File: src/rtl/instr_sequencer.sv
// Fetch/execute sequencer and instruction register feeding the address decoder.
// Optional single-step gating of the fetch phase: define SEQ_SINGLE_STEP_EN.
module instr_sequencer #(
  parameter int IW  = 16,
  parameter int OPW = 8
) (
  input  logic              clock,
  input  logic              reset,
`ifdef SEQ_SINGLE_STEP_EN
  input  logic              step,
`endif
  input  logic [IW-1:0]     ram_q,
  output logic [OPW-1:0]    IR_opcode,
  output logic [IW-OPW-1:0] IR_operand,
  output logic [3:0]        IR_oldopcode,
  output logic              FETCH,
  output logic              EXEC1,
  output logic              EXEC2,
  output logic              EXEC3,
  output logic              halted
);

  typedef enum logic [2:0] {
    S_FETCH = 3'd0,
    S_EXEC1 = 3'd1,
    S_EXEC2 = 3'd2,
    S_EXEC3 = 3'd3,
    S_HALT  = 3'd4
  } state_t;

  localparam logic [3:0] CLS_LDN = 4'b1001;

  state_t          r_state;
  state_t          w_next;
  logic [IW-1:0]   r_ir;
  logic [3:0]      r_oldop;
  logic            r_fetch;
  logic            r_exec1;
  logic            r_exec2;
  logic            r_exec3;
  logic            r_halted;
  logic            w_step;
  logic            w_multi;
  logic [OPW-1:0]  w_opcode;
  logic [3:0]      w_class;

`ifdef SEQ_SINGLE_STEP_EN
  assign w_step = step;
`else
  assign w_step = 1'b1;
`endif

  assign w_opcode = r_ir[IW-1:IW-OPW];
  assign w_class  = w_opcode[OPW-1 -: 4];

  // Instructions needing a second execute phase: LDA/ADD/SUB/MUL/LDN/RET classes and POP.
  always_comb begin
    w_multi = 1'b0;
    case (w_class)
      4'b0000, 4'b0010, 4'b0011, 4'b0100, 4'b1001, 4'b1111: w_multi = 1'b1;
      default: w_multi = (w_opcode == 8'hA8);
    endcase
  end

  always_comb begin
    w_next = r_state;
    case (r_state)
      S_FETCH: if (w_step) w_next = S_EXEC1;
      S_EXEC1: begin
        if (w_opcode == 8'hA0) w_next = S_HALT;
        else if (w_multi)      w_next = S_EXEC2;
        else                   w_next = S_FETCH;
      end
      // The IR may hold an LDN pointer by now, so the saved class decides.
      S_EXEC2: w_next = (r_oldop == CLS_LDN) ? S_EXEC3 : S_FETCH;
      S_EXEC3: w_next = S_FETCH;
      S_HALT:  w_next = S_HALT;
      default: w_next = S_FETCH;
    endcase
  end

  always_ff @(posedge clock) begin
    if (reset) begin
      r_state  <= S_FETCH;
      r_ir     <= '0;
      r_oldop  <= '0;
      r_halted <= 1'b0;
      r_fetch  <= 1'b1;
      r_exec1  <= 1'b0;
      r_exec2  <= 1'b0;
      r_exec3  <= 1'b0;
    end else begin
      r_state  <= w_next;
      r_fetch  <= (w_next == S_FETCH);
      r_exec1  <= (w_next == S_EXEC1);
      r_exec2  <= (w_next == S_EXEC2);
      r_exec3  <= (w_next == S_EXEC3);
      r_halted <= r_halted | (w_next == S_HALT);
      case (r_state)
        S_FETCH: if (w_step) r_ir <= ram_q;
        S_EXEC1: begin
          r_oldop <= w_class;
          if (w_class == CLS_LDN) r_ir <= ram_q;
        end
        default: ;
      endcase
    end
  end

  assign IR_opcode    = w_opcode;
  assign IR_operand   = r_ir[IW-OPW-1:0];
  assign IR_oldopcode = r_oldop;
  assign FETCH        = r_fetch;
  assign EXEC1        = r_exec1;
  assign EXEC2        = r_exec2;
  assign EXEC3        = r_exec3;
  assign halted       = r_halted;

endmodule

File: config.mk
export PLATFORM = sky130hd
export DESIGN_NAME = instr_sequencer
export DESIGN_NICKNAME = d
export VERILOG_FILES = /design/src/rtl/instr_sequencer.sv
export SDC_FILE = /design/constraint.sdc
export NUM_CORES = 1
export LEC_CHECK = 0
export BUFFER_PORTS_ARGS = -buffer_cell sky130_fd_sc_hd__buf_4
export CORE_ASPECT_RATIO = 1.4
export CORE_MARGIN = 3
export CORE_UTILIZATION = 25
export CTS_CLUSTER_DIAMETER = 100
export DETAILED_ROUTE_END_ITERATION = 6
export SETUP_SLACK_MARGIN = 0.2
export SLEW_MARGIN = 10
export SYNTH_ARGS = -nofsm -noshare
export SYNTH_HDL_FRONTEND = slang
export SYNTH_SLANG_ARGS = --single-unit
File: constraint.sdc
create_clock -name clock -period 3.8 [get_ports clock]
set_input_delay 0.38 -clock clock [delete_from_list [all_inputs] [get_ports clock]]
set_output_delay 0.38 -clock clock [all_outputs]
set_load 0.005 [all_outputs]
---- Word level (Yosys, flattened, before mapping) ----
Index checks and enable logic that the tools add are counted.
word-level totals
  register bits ........................... 28
operators by class
  bitwise operators ....................... 1
  eq/ne operators ......................... 16
  reductions and logical operators ........ 6
  mux-type cells .......................... 7
operators with widths
  operator            number
  $pmux 16 s2         1
  $eq 8x8->1 const B  2
  $mux 16             1
  $eq 4x4->1 const B  3
  $pmux 3 s4          1
  $eq 3x2->1 const B  3
  $eq 4x2->1 const B  2
  $eq 3x1->1 const B  2
  $eq 3x3->1 const B  2
  $logic_not 3->1     2
  $reduce_or 6->1     1
  $eq 4x3->1 const B  1
  $logic_not 4->1     1
  $mux 2              2
  $mux 3              1
  $ne 2x2->1 const B  1
  $reduce_and 2->1    1
  $reduce_bool 2->1   1
  $mux 1              1
  $or 1x1->1          1

---- Depth between registers and ports, before layout ----
Gate-level depths: netlist (run 1).
  word-level depth ........................ 8
  mapped depth ............................ 6
  gate-level depth less buffers ........... 4

---- Worst setup path after synthesis (run 1) ----
Ideal clock, no wire load.
  kind .................................... register -> register
  start point ............................. reg r_ir[14]
  end point ............................... reg r_ir[0]
  library setup time ...................... 0.128 ns
  slack ................................... 2.455 ns
  stages on the path, launching flop included .. 7
  arrival ................................. 1.218 ns
  path through ............................ dfxtp_1 -> nand4bb_1 -> a21boi_1 -> buf_4 -> buf_8 -> mux2i_1 -> nor2_1
between the ends
  cells in the longest elaborated chain, start to end .. 3
ends and longest elaborated chain
  item                        RTL line  RTL
  from (decl)                 35        logic [IW-1:0] r_ir;
  from (signal assigned)      100       S_FETCH: if (w_step) r_ir <= ram_q;
  from (signal assigned)      103       if (w_class == CLS_LDN) r_ir <= ram_q;
  $eq 4x4->1                  103
  $ne 2x2->1 (no line)        -
  $reduce_and 2->1 (no line)  -
Every way passes these cells.
A chain may end at the register's enable or synchronous reset.

---- Final worst setup path (run 1) ----
  start point ............................. reg r_ir[12]
  end point ............................... reg r_ir[8]
Same word-level chain as after synthesis.

==> out/metrics.cfg, run 1 <==
[outcome]
run_status = completed

[drt]
met1_length_um = 1110
routed_via_density = 4.43
firstDrtPassIters = 4
route.met2.wl_um = 1230
wl_met3_um = 194
drc = 0
drt-total-wl_um = 2580
vias = 931
highest_layer = met4
drtIter0Drc = 37
ant_nets = 0
drt-wirelength-per-cell_um = 12.3

[timing]
finalSetupViolations = 0
max_freq_mhz = 498
finalClockSkew_ns = 0.00242
finalCritPeriodShare = 0.529
max_slew_margin = 0.253
drv_slew = 0
min_period_ns = 2.01
hold_violations = 0
rsz0062_at_grt = no
tns_ns = 0
worst_pin_slew_ns = 1.11
setup_ws_ns = 1.79

[cells_and_area]
area_delta_synth_final_pct = 37.6
final_area_um2 = 1530
final_layout_size_suffix_gt1_frac = 0.340
antenna_cells = 0
final_nets = 169

[critical_path]
crit_path_start_kind = register
end_kind = register
path_class = register to register
cp.arrival_ns = 2.17
worstPathRequired_ns = 3.96
crit_chain = nand4bb_1 > a21boi_2 > mux2i_1 > nor2_1
cpPeakStageDelay_ns = 0.85
crit_slowest_cell = a21boi_2
r2r_setup_slack_ns = 1.79
crit_fanout = 16

[global_routing]
gr-usage-all-layers = 0.106
grt_pass1_wl_um = 4590
grt_antenna_before_repair = 0
gr-total-overflow = 0
grt_pass1_vias = 981
grt_max_degree = 24

[synthesis]
syn-cell-area_um2 = 1110
yosysWarnings = 0
syn_inst = 108
avgSynthCellArea_um2 = 10.3
ys_ff_latch = 28
synth_nets = 126
ys_seq_area_frac = 0.503
synth_cell_types = 30

[floorplan]
start_util = 0.261
row_count = 28
io_pins = 43
coreArea_um2 = 4270
die_h_um = 85.0
die_area_um2 = 5310
die_x_um = 62.4

[pwr]
p_clk_frac = 0.270
power_frac_seq = 0.523
ir_drop_mv = 0.149
power_frac_comb = 0.207
p_sw_w = 0.000164
p_total_w = 0.000654
p_int_w = 0.000489
power_leakage_nw = 0.725
p_per_area_nw_per_um2 = 426
switching_share = 0.251

[clocking]
htreeDepth = 1
clock-root-buffer = clkbuf_8
cts.sinks = 28
clock_path_buffers = 2
clk_pin_slew_ns = 0.09
cts.repair.resized = 0
cts_setup_buffers = 0
cts_tree = yes
cts_hold_buf = 0
worst_skew_pair.late_latency_ns = 0.27
cts_made_buffers = 3

[place]
routabilityCongestion = 0.693
hpwl_um = 1970
dpl_cell_area_um2 = 1480
port_buffers = 42
pre_cts_ws_ns = 1.77

[flow_run]
cap_violations = 0

[hold_path]
min_path_type = input port to register

[area by class of cell]
cell class	count	area (µm²)
fill	456	2740
sequential	28	561
multi-input combinational	73	517
timing repair buffer	42	315
tap	60	75.1
clock buffer	4	55.1
inverter	3	11.3
[placed cells by master, fill, tap and decap left out, types with 2 or more instances in the layout]
cell      Yosys  layout
buf_4         1      42
mux2i_1      20      20
a21oi_1       3       3
clkbuf_8      0       4
dfxtp_1      28      28
inv_1         3       3
nand2_1       2       2
and2_1        2       2
nor2_1       25      25
nand2b_1      2       2
[power groups by stage]
stage	clock network [W]	logic (W)	registers (W)
finish	0.000177	0.000135	0.000342
global route	0.000203	0.000150	0.000347
CTS	0.000186	0.000138	0.000342
detailed placement	0	0.000138	0.000349
global placement	0	0.000135	0.000347
floorplan	0	0.0000803	0.000345
[cells by family (layout without fill, tap and decap cells)]
group	Yosys count	count (layout)	share of synthesized area
and+or+nand+nor	41	41	0.196
DFF	28	28	0.503
buffers and inverters	7	49	0.0370
xor gates and xnor gates	1	1	0.00786
AOI/OAI and AO/OA	10	10	0.0662
muxes	21	21	0.190
[through the flow]
step,util,hold WS [ns],instances
floorplan,-,0.452,108
global placement,0.346,0.459,206
detailed placement,0.346,0.456,206
CTS,0.359,0.334,210
global route,0.359,0.343,210
finish,0.359,0.343,210
[state kept, by name (all words and copies together) (netlist names)]
register      cells
EXEC3             1
IR_oldopcode      4
FETCH             1
EXEC1             1
halted            1
EXEC2             1
r_state           3
r_ir             16
[routing by layer]
layer,vias to the layer above,global-route usage
li1,455,-
met4,0,0.0361
met5,-,0
met1,431,0.128
met3,5,0.0291
met2,40,0.181
[critical path, delay by kind of cell (launching register included)]
| kind | cells | cell delay (ns) |
|---|---|---|
| mux | 1 | 0.31 |
| compound gates | 1 | 0.85 |
| flops | 1 | 0.51 |
| simple gates | 2 | 0.23 |
[Yosys cell counts (all sizes together)]
cell | number | area share
a211oi | 1 | 0.011
a21oi | 3 | 0.013
and4 | 1 | 0.0079
o22ai | 1 | 0.0056
nand2b | 2 | 0.011
nand4bb | 1 | 0.010
o21a | 1 | 0.0067
mux2i | 20 | 0.18
dfxtp | 28 | 0.50
nand2 | 2 | 0.0067
clkbuf | 2 | 0.0067
nor2 | 25 | 0.084
nor4bb | 1 | 0.0090
mux2 | 1 | 0.010
nor3 | 1 | 0.0045
buf | 2 | 0.020
nand3 | 1 | 0.0045
nor4 | 1 | 0.0056
xor2 | 1 | 0.0079
and4bb | 1 | 0.011
a21boi | 1 | 0.0067
and2 | 2 | 0.011
o211ai | 1 | 0.0067
nand4b | 1 | 0.0079
o2111a | 1 | 0.010
a31oi | 1 | 0.0056
inv | 3 | 0.010
and3 | 1 | 0.0056
nor3b | 1 | 0.017
[worst paths after layout]
| path | startpoint | endpoint | cells past startpoint |
|---|---|---|---|
| worst min register to register | halted | halted | 1 |
| worst max-delay path | r_ir[12] | r_ir[8] | 4 |
| worst max register to register | r_ir[12] | r_ir[8] | 4 |
| worst min-delay path | ram_q[6] | r_ir[6] | 3 |
Note: power is estimated with default switching activity, not from simulation.
==> run 2, diff against run 1 <==
==> constraint.sdc (replaced) <==
create_clock -name clock -period 2.09 [get_ports clock]
set_input_delay 0.209 -clock clock [delete_from_list [all_inputs] [get_ports clock]]
set_output_delay 0.209 -clock clock [all_outputs]
set_load 0.005 [all_outputs]
==> run 2 against run 1 <==
Effect of this change:
- total power is 83% higher
- utilization is 0.35 points higher
- cell area grew 0.98%
- count of clock-buffer cells in the layout unchanged
- final cell count rose by 0.95%
- combinational power rose by 87%
- routed wire length grew 2.5%
- die area unchanged
- critical path type unchanged
- largest power group unchanged
- highest routed layer is now met3
==> out/metrics.cfg, run 2 (synthesis gave the netlist of run 1 again) <==
[cells_and_area]
antenna_cells = 0  ; unchanged
nFillCells = 473  ; +3.7%
largest_reg_flops = 16  ; unchanged
regMostFlops = r_ir
final_nets = 171  ; +1.2%
area_delta_synth_final_pct = 38.9
layout_commonest_cell = buf_4
final_cell_mix = 44 x buf_4, 28 x dfxtp_1, 25 x nor2_1
final_layout_size_suffix_gt1_frac = 0.349  ; +0.00868
final_area_um2 = 1550  ; +0.98%

[global_routing]
use_met2 = 0.185  ; +0.00485
met1_usage = 0.132  ; +0.00371
grt_pass1_wl_um = 4600  ; +0.15%
grt_max_degree = 24  ; unchanged
gr-usage-all-layers = 0.105  ; -0.000714
grt.busiest_layer = met2
grt_pass1_vias = 969  ; -1.2%
gr-total-overflow = 0  ; unchanged
grt_antenna_before_repair = 0  ; unchanged
grtUsageMet3 = 0.0252  ; -0.00397

[floorplan]
coreArea_um2 = 4270  ; unchanged
start_util = 0.261  ; unchanged
die_area_um2 = 5310  ; unchanged
io_pins = 43  ; unchanged
row_count = 28  ; unchanged
die_x_um = 62.4  ; unchanged
die_h_um = 85.0  ; unchanged

[clocking]
clk_pin_slew_ns = 0.09  ; about the same
cts_made_buffers = 3  ; unchanged
cts_setup_buffers = 0  ; unchanged
clock_path_buffers = 2  ; unchanged
cts_hold_buf = 0  ; unchanged
cts.repair.resized = 0  ; unchanged
cts.sinks = 28  ; unchanged
worst_skew_pair.late_latency_ns = 0.26  ; about the same
htreeDepth = 1  ; unchanged
clock-root-buffer = clkbuf_8
cts_tree = yes

[critical_path]
crit_slowest_cell = nor4bb_1
timing.rr.start = IR_oldopcode[3]
r2r_setup_slack_ns = 0.56  ; -1.23 ns
worstPathRequired_ns = 2.26  ; -1.70 ns
cp.arrival_ns = 1.70  ; -0.47 ns
crit_chain = nor4bb_1 > and3_1 > a211oi_2 > and2_1
end_kind = register
r2r_cells = 4  ; unchanged
rr_endpoint = EXEC1
cpPeakStageDelay_ns = 0.58  ; -0.27 ns
path_class = register to register
crit_path_end = EXEC1
crit_start = IR_oldopcode[3]
crit_path_start_kind = register
crit_fanout = 3  ; -13

[timing]
hold_violations = 0  ; unchanged
min_period_ns = 1.53  ; -0.479 ns
finalClockSkew_ns = 0.00449  ; +0.00207 ns
max_slew_margin = 0.585  ; +0.331
tns_ns = 0  ; unchanged
whs_ns = 0.176  ; -0.168 ns
setup_ws_ns = 0.559  ; -1.23 ns
finalCritPeriodShare = 0.732  ; +0.204
max_freq_mhz = 653  ; +31%
drv_slew = 0  ; unchanged
finalSetupViolations = 0  ; unchanged
rsz0062_at_grt = no
worst_pin_slew_ns = 0.615  ; -0.499 ns

[flow_run]
cap_violations = 0  ; unchanged

[drt]
routed_via_density = 4.42  ; -0.31%
vias = 937  ; +0.64%
drc = 0  ; unchanged
drtIter0Drc = 54  ; +46%
firstDrtPassIters = 4  ; unchanged
ant_nets = 0  ; unchanged
drt-wirelength-per-cell_um = 12.5  ; +1.6%
drt-total-wl_um = 2640  ; +2.5%

[outcome]
run_status = completed

[hold_path]
min_path_type = input port to register

[pwr]
power_frac_comb = 0.212  ; +0.005
power_frac_seq = 0.519  ; -0.004
switching_share = 0.252  ; +0.000513
p_total_w = 0.00120  ; +83%
ir_drop_mv = 0.217  ; +46%
power_leakage_nw = 0.734  ; +1.3%
p_per_area_nw_per_um2 = 772  ; +81%
p_clk_frac = 0.269  ; about the same
p_int_w = 0.000894  ; +83%
p_sw_w = 0.000301  ; +83%

[place]
hpwl_um = 2060  ; +4.5%
port_buffers = 42  ; unchanged
pre_cts_ws_ns = 0.572  ; -1.19 ns
routabilityCongestion = 0.695  ; +0.35%
dpl_cell_area_um2 = 1490  ; +1.0%

-- run 2: changes by cell type in the layout (fill, tap and decap cells not counted) --
| cell | previous run | this run |
|---|---|---|
| buf_4 | 42 | 44 |
-- run 2: per-stage QoR --
stage               instances  utilization
floorplan                 108            -
global placement          208        0.350
detailed placement        208        0.350
CTS                       212        0.362
global route              212        0.362
finish                    212        0.362
-- run 2: worst min path at each step --
stage          slack [ns]        to      start  depth (start not counted)
2_1_floorplan        0.28   r_ir[9]      reset                          1
3_3_place_gp         0.45   r_ir[5]   ram_q[5]                          3
3_5_place_dp         0.45  r_ir[14]  ram_q[14]                          3
4_1_cts              0.17   r_ir[7]   ram_q[7]                          3
5_1_grt              0.18  r_ir[14]  ram_q[14]                          3
6_report             0.18   r_ir[7]   ram_q[7]                          3
-- run 2: layer usage --
| layer | routed length [µm] | vias up |
|---|---|---|
| met4 | 0 | 0 |
| met3 | 184 | 0 |
| li1 | - | 464 |
| met2 | 1350 | 37 |
| met5 | 0 | - |
| met1 | 1110 | 436 |
-- run 2: cell type report --
cell class	instances	area, µm²	area share
multi-input cells	73	517	0.334
flip-flops and latches	28	561	0.362
repair buffers	44	330	0.213
well taps	60	75.1	0.0485
clock buffers	4	55.1	0.0355
inverters	3	11.3	0.00727
-- run 2: critical path, delay by kind of cell (launching register included) --
kind               cells  cell delay, ns
AOI/OAI and AO/OA      1            0.06
DFF                    1            0.37
and+or+nand+nor        3            1.01
-- run 2: power by group through the flow --
stage	clock (W)	combinational, W	sequential [W]
after floorplan	0	0.000146	0.000628
after global placement	0	0.000252	0.000632
after detailed placement	0	0.000258	0.000634
after CTS	0.000337	0.000258	0.000622
after global routing	0.000358	0.000283	0.000629
final	0.000321	0.000253	0.000620
==> run 3, diff against run 2 <==
==> constraint.sdc (replaced) <==
create_clock -name clock -period 1.4 [get_ports clock]
set_input_delay 0.14 -clock clock [delete_from_list [all_inputs] [get_ports clock]]
set_output_delay 0.14 -clock clock [all_outputs]
set_load 0.005 [all_outputs]
==> run 3 against run 2 <==
Effect of this change:
- the flow now finishes with violations (negative setup slack)
- first-iteration DRC count did not move
- largest power group unchanged
- critical path depth rose by 1
- clock power increased by 55%
- sequential power rose by 50%
- critical endpoint is now EXEC2
- highest routed layer is now met4
==> out/metrics.cfg, run 3 (synthesis gave the netlist of run 1 again) <==
[outcome]
run_status = complete, but fails checks
violations = negative setup slack

[clocking]
clk_pin_slew_ns = 0.09  ; about the same
cts.sinks = 28  ; unchanged
worst_skew_pair.late_latency_ns = 0.27  ; about the same
cts_tree = yes
cts_hold_buf = 0  ; unchanged
htreeDepth = 1  ; unchanged
clock_path_buffers = 2  ; unchanged
cts_made_buffers = 3  ; unchanged
clock-root-buffer = clkbuf_8

[flow_run]
cap_violations = 0  ; unchanged

[floorplan]
start_util = 0.261  ; unchanged
die_h_um = 85.0  ; unchanged
die_x_um = 62.4  ; unchanged
die_area_um2 = 5310  ; unchanged
row_count = 28  ; unchanged
coreArea_um2 = 4270  ; unchanged
io_pins = 43  ; unchanged

[critical_path]
crit_fanout = 4  ; +1
crit_path_start_kind = register
path_class = register to register
end_kind = register
cp.arrival_ns = 1.64  ; -0.06 ns
crit_start = r_ir[13]
timing.rr.start = r_ir[13]
worstPathRequired_ns = 1.62  ; -0.64 ns
r2r_setup_slack_ns = -0.02  ; -0.58 ns

[global_routing]
grt_antenna_before_repair = 0  ; unchanged
gr-usage-all-layers = 0.116  ; +0.0102
grt_pass1_wl_um = 5110  ; +11%
grt_max_degree = 23  ; -4.2%
grt_pass1_vias = 1027  ; +6.0%
gr-total-overflow = 0  ; unchanged

[timing]
min_period_ns = 1.42  ; -0.107 ns
rsz0062_at_grt = yes
hold_violations = 0  ; unchanged
finalSetupViolations = 5  ; +5
max_freq_mhz = 702  ; +7.5%
max_slew_margin = 0.730  ; +0.145
tns_ns = -0.0688  ; -0.0688 ns
finalClockSkew_ns = 0.00135  ; -0.00314 ns
whs_ns = 0.102  ; -0.0733 ns
drv_slew = 0  ; unchanged
worst_pin_slew_ns = 0.402  ; -0.213 ns
setup_ws_ns = -0.0238  ; -0.583 ns
finalCritPeriodShare = 1.02  ; +0.285

[cells_and_area]
largest_reg_flops = 16  ; unchanged
final_cells = 227  ; +7.1%
final_nets = 186  ; +8.8%
final_cell_mix = 53 x buf_4, 24 x nor2_1, 18 x mux2i_1
area_delta_synth_final_pct = 67.0
antenna_cells = 0  ; unchanged
final_layout_size_suffix_gt1_frac = 0.539  ; +0.190
layout_commonest_cell = buf_4
postLayoutCoreUtil = 0.436  ; +0.0732
regMostFlops = r_ir

[drt]
drtIter0Drc = 54  ; unchanged
vias = 1000  ; +6.7%
route.met2.wl_um = 1570  ; +17%
drt-wirelength-per-cell_um = 13.4  ; +7.3%
drt-total-wl_um = 3030  ; +15%
routed_via_density = 4.41  ; -0.33%
firstDrtPassIters = 4  ; unchanged
highest_layer = met4
met1_length_um = 1250  ; +13%
wl_met3_um = 203  ; +10%
ant_nets = 0  ; unchanged
drc = 0  ; unchanged

[place]
dpl.cell_count = 213  ; +2.4%
hpwl_um = 2040  ; -0.94%
routabilityCongestion = 0.690  ; -0.82%
port_buffers = 42  ; unchanged

[pwr]
power_leakage_nw = 0.861  ; +17%
p_total_w = 0.00199  ; +67%
p_per_area_nw_per_um2 = 1070  ; +39%
ir_drop_mv = 0.529  ; +140%

[hold_path]
hp-start = ram_q[4]
min_path_type = input port to register

run 3: changes by cell type in the layout (fill, tap and decap cells not counted), moves of 2 or more:
cell	previous run	this run
buf_4	44	53
buf_6	0	4
dfxtp_1	28	16
dfxtp_2	0	7
dfxtp_4	0	5
mux2i_1	20	18
run 3: where the power goes:
group | internal (W) | total (W) | switching (W)
Combinational | 0.000342 | 0.000564 | 0.000222
Clock | 0.000252 | 0.000496 | 0.000245
Sequential | 0.000868 | 0.000931 | 0.0000630
run 3: layout make-up:
type / count / area (µm²)
clock buffer: 4 / 55.1
fill: 426 / 2410
inverter: 3 / 11.3
multi-input combinational: 73 / 644
sequential: 28 / 588
tap: 60 / 75.1
timing repair buffer: 59 / 488
run 3: worst max-delay path, stage by stage, from the launching register on:
cell and delay (ns):
dfxtp_4 0.37, buf_4 0.14, mux2_4 0.31, o22ai_4 0.19
nand2b_4 0.18, o2111a_1 0.19
run 3: final timing paths:
kind	to	cells past startpoint
max reg2reg	EXEC2	5
max	EXEC2	5
min reg2reg	halted	1
min	r_ir[4]	3
run 3: timing repair:
action | CTS | global route
pin swaps | 9 | 10
setup buffers | 7 | 2
endpoints found under the setup margin | 25 | 28
gates resized for setup | 18 | 14
cloned | 0 | 1
run 3: layer usage:
layer  track usage  vias up
li1              -      493
met1         0.145      456
met2         0.203       49
met3        0.0252        2
met4        0.0241        0
met5             0        -
run 3: per-stage QoR:
step                cell area, µm²  setup slack (ns)
floorplan                     1120            0.0981
global placement              1550            0.0393
detailed placement            1550            0.0106
CTS                           1740            0.0338
global route                  1860           -0.0887
finish                        1860           -0.0238
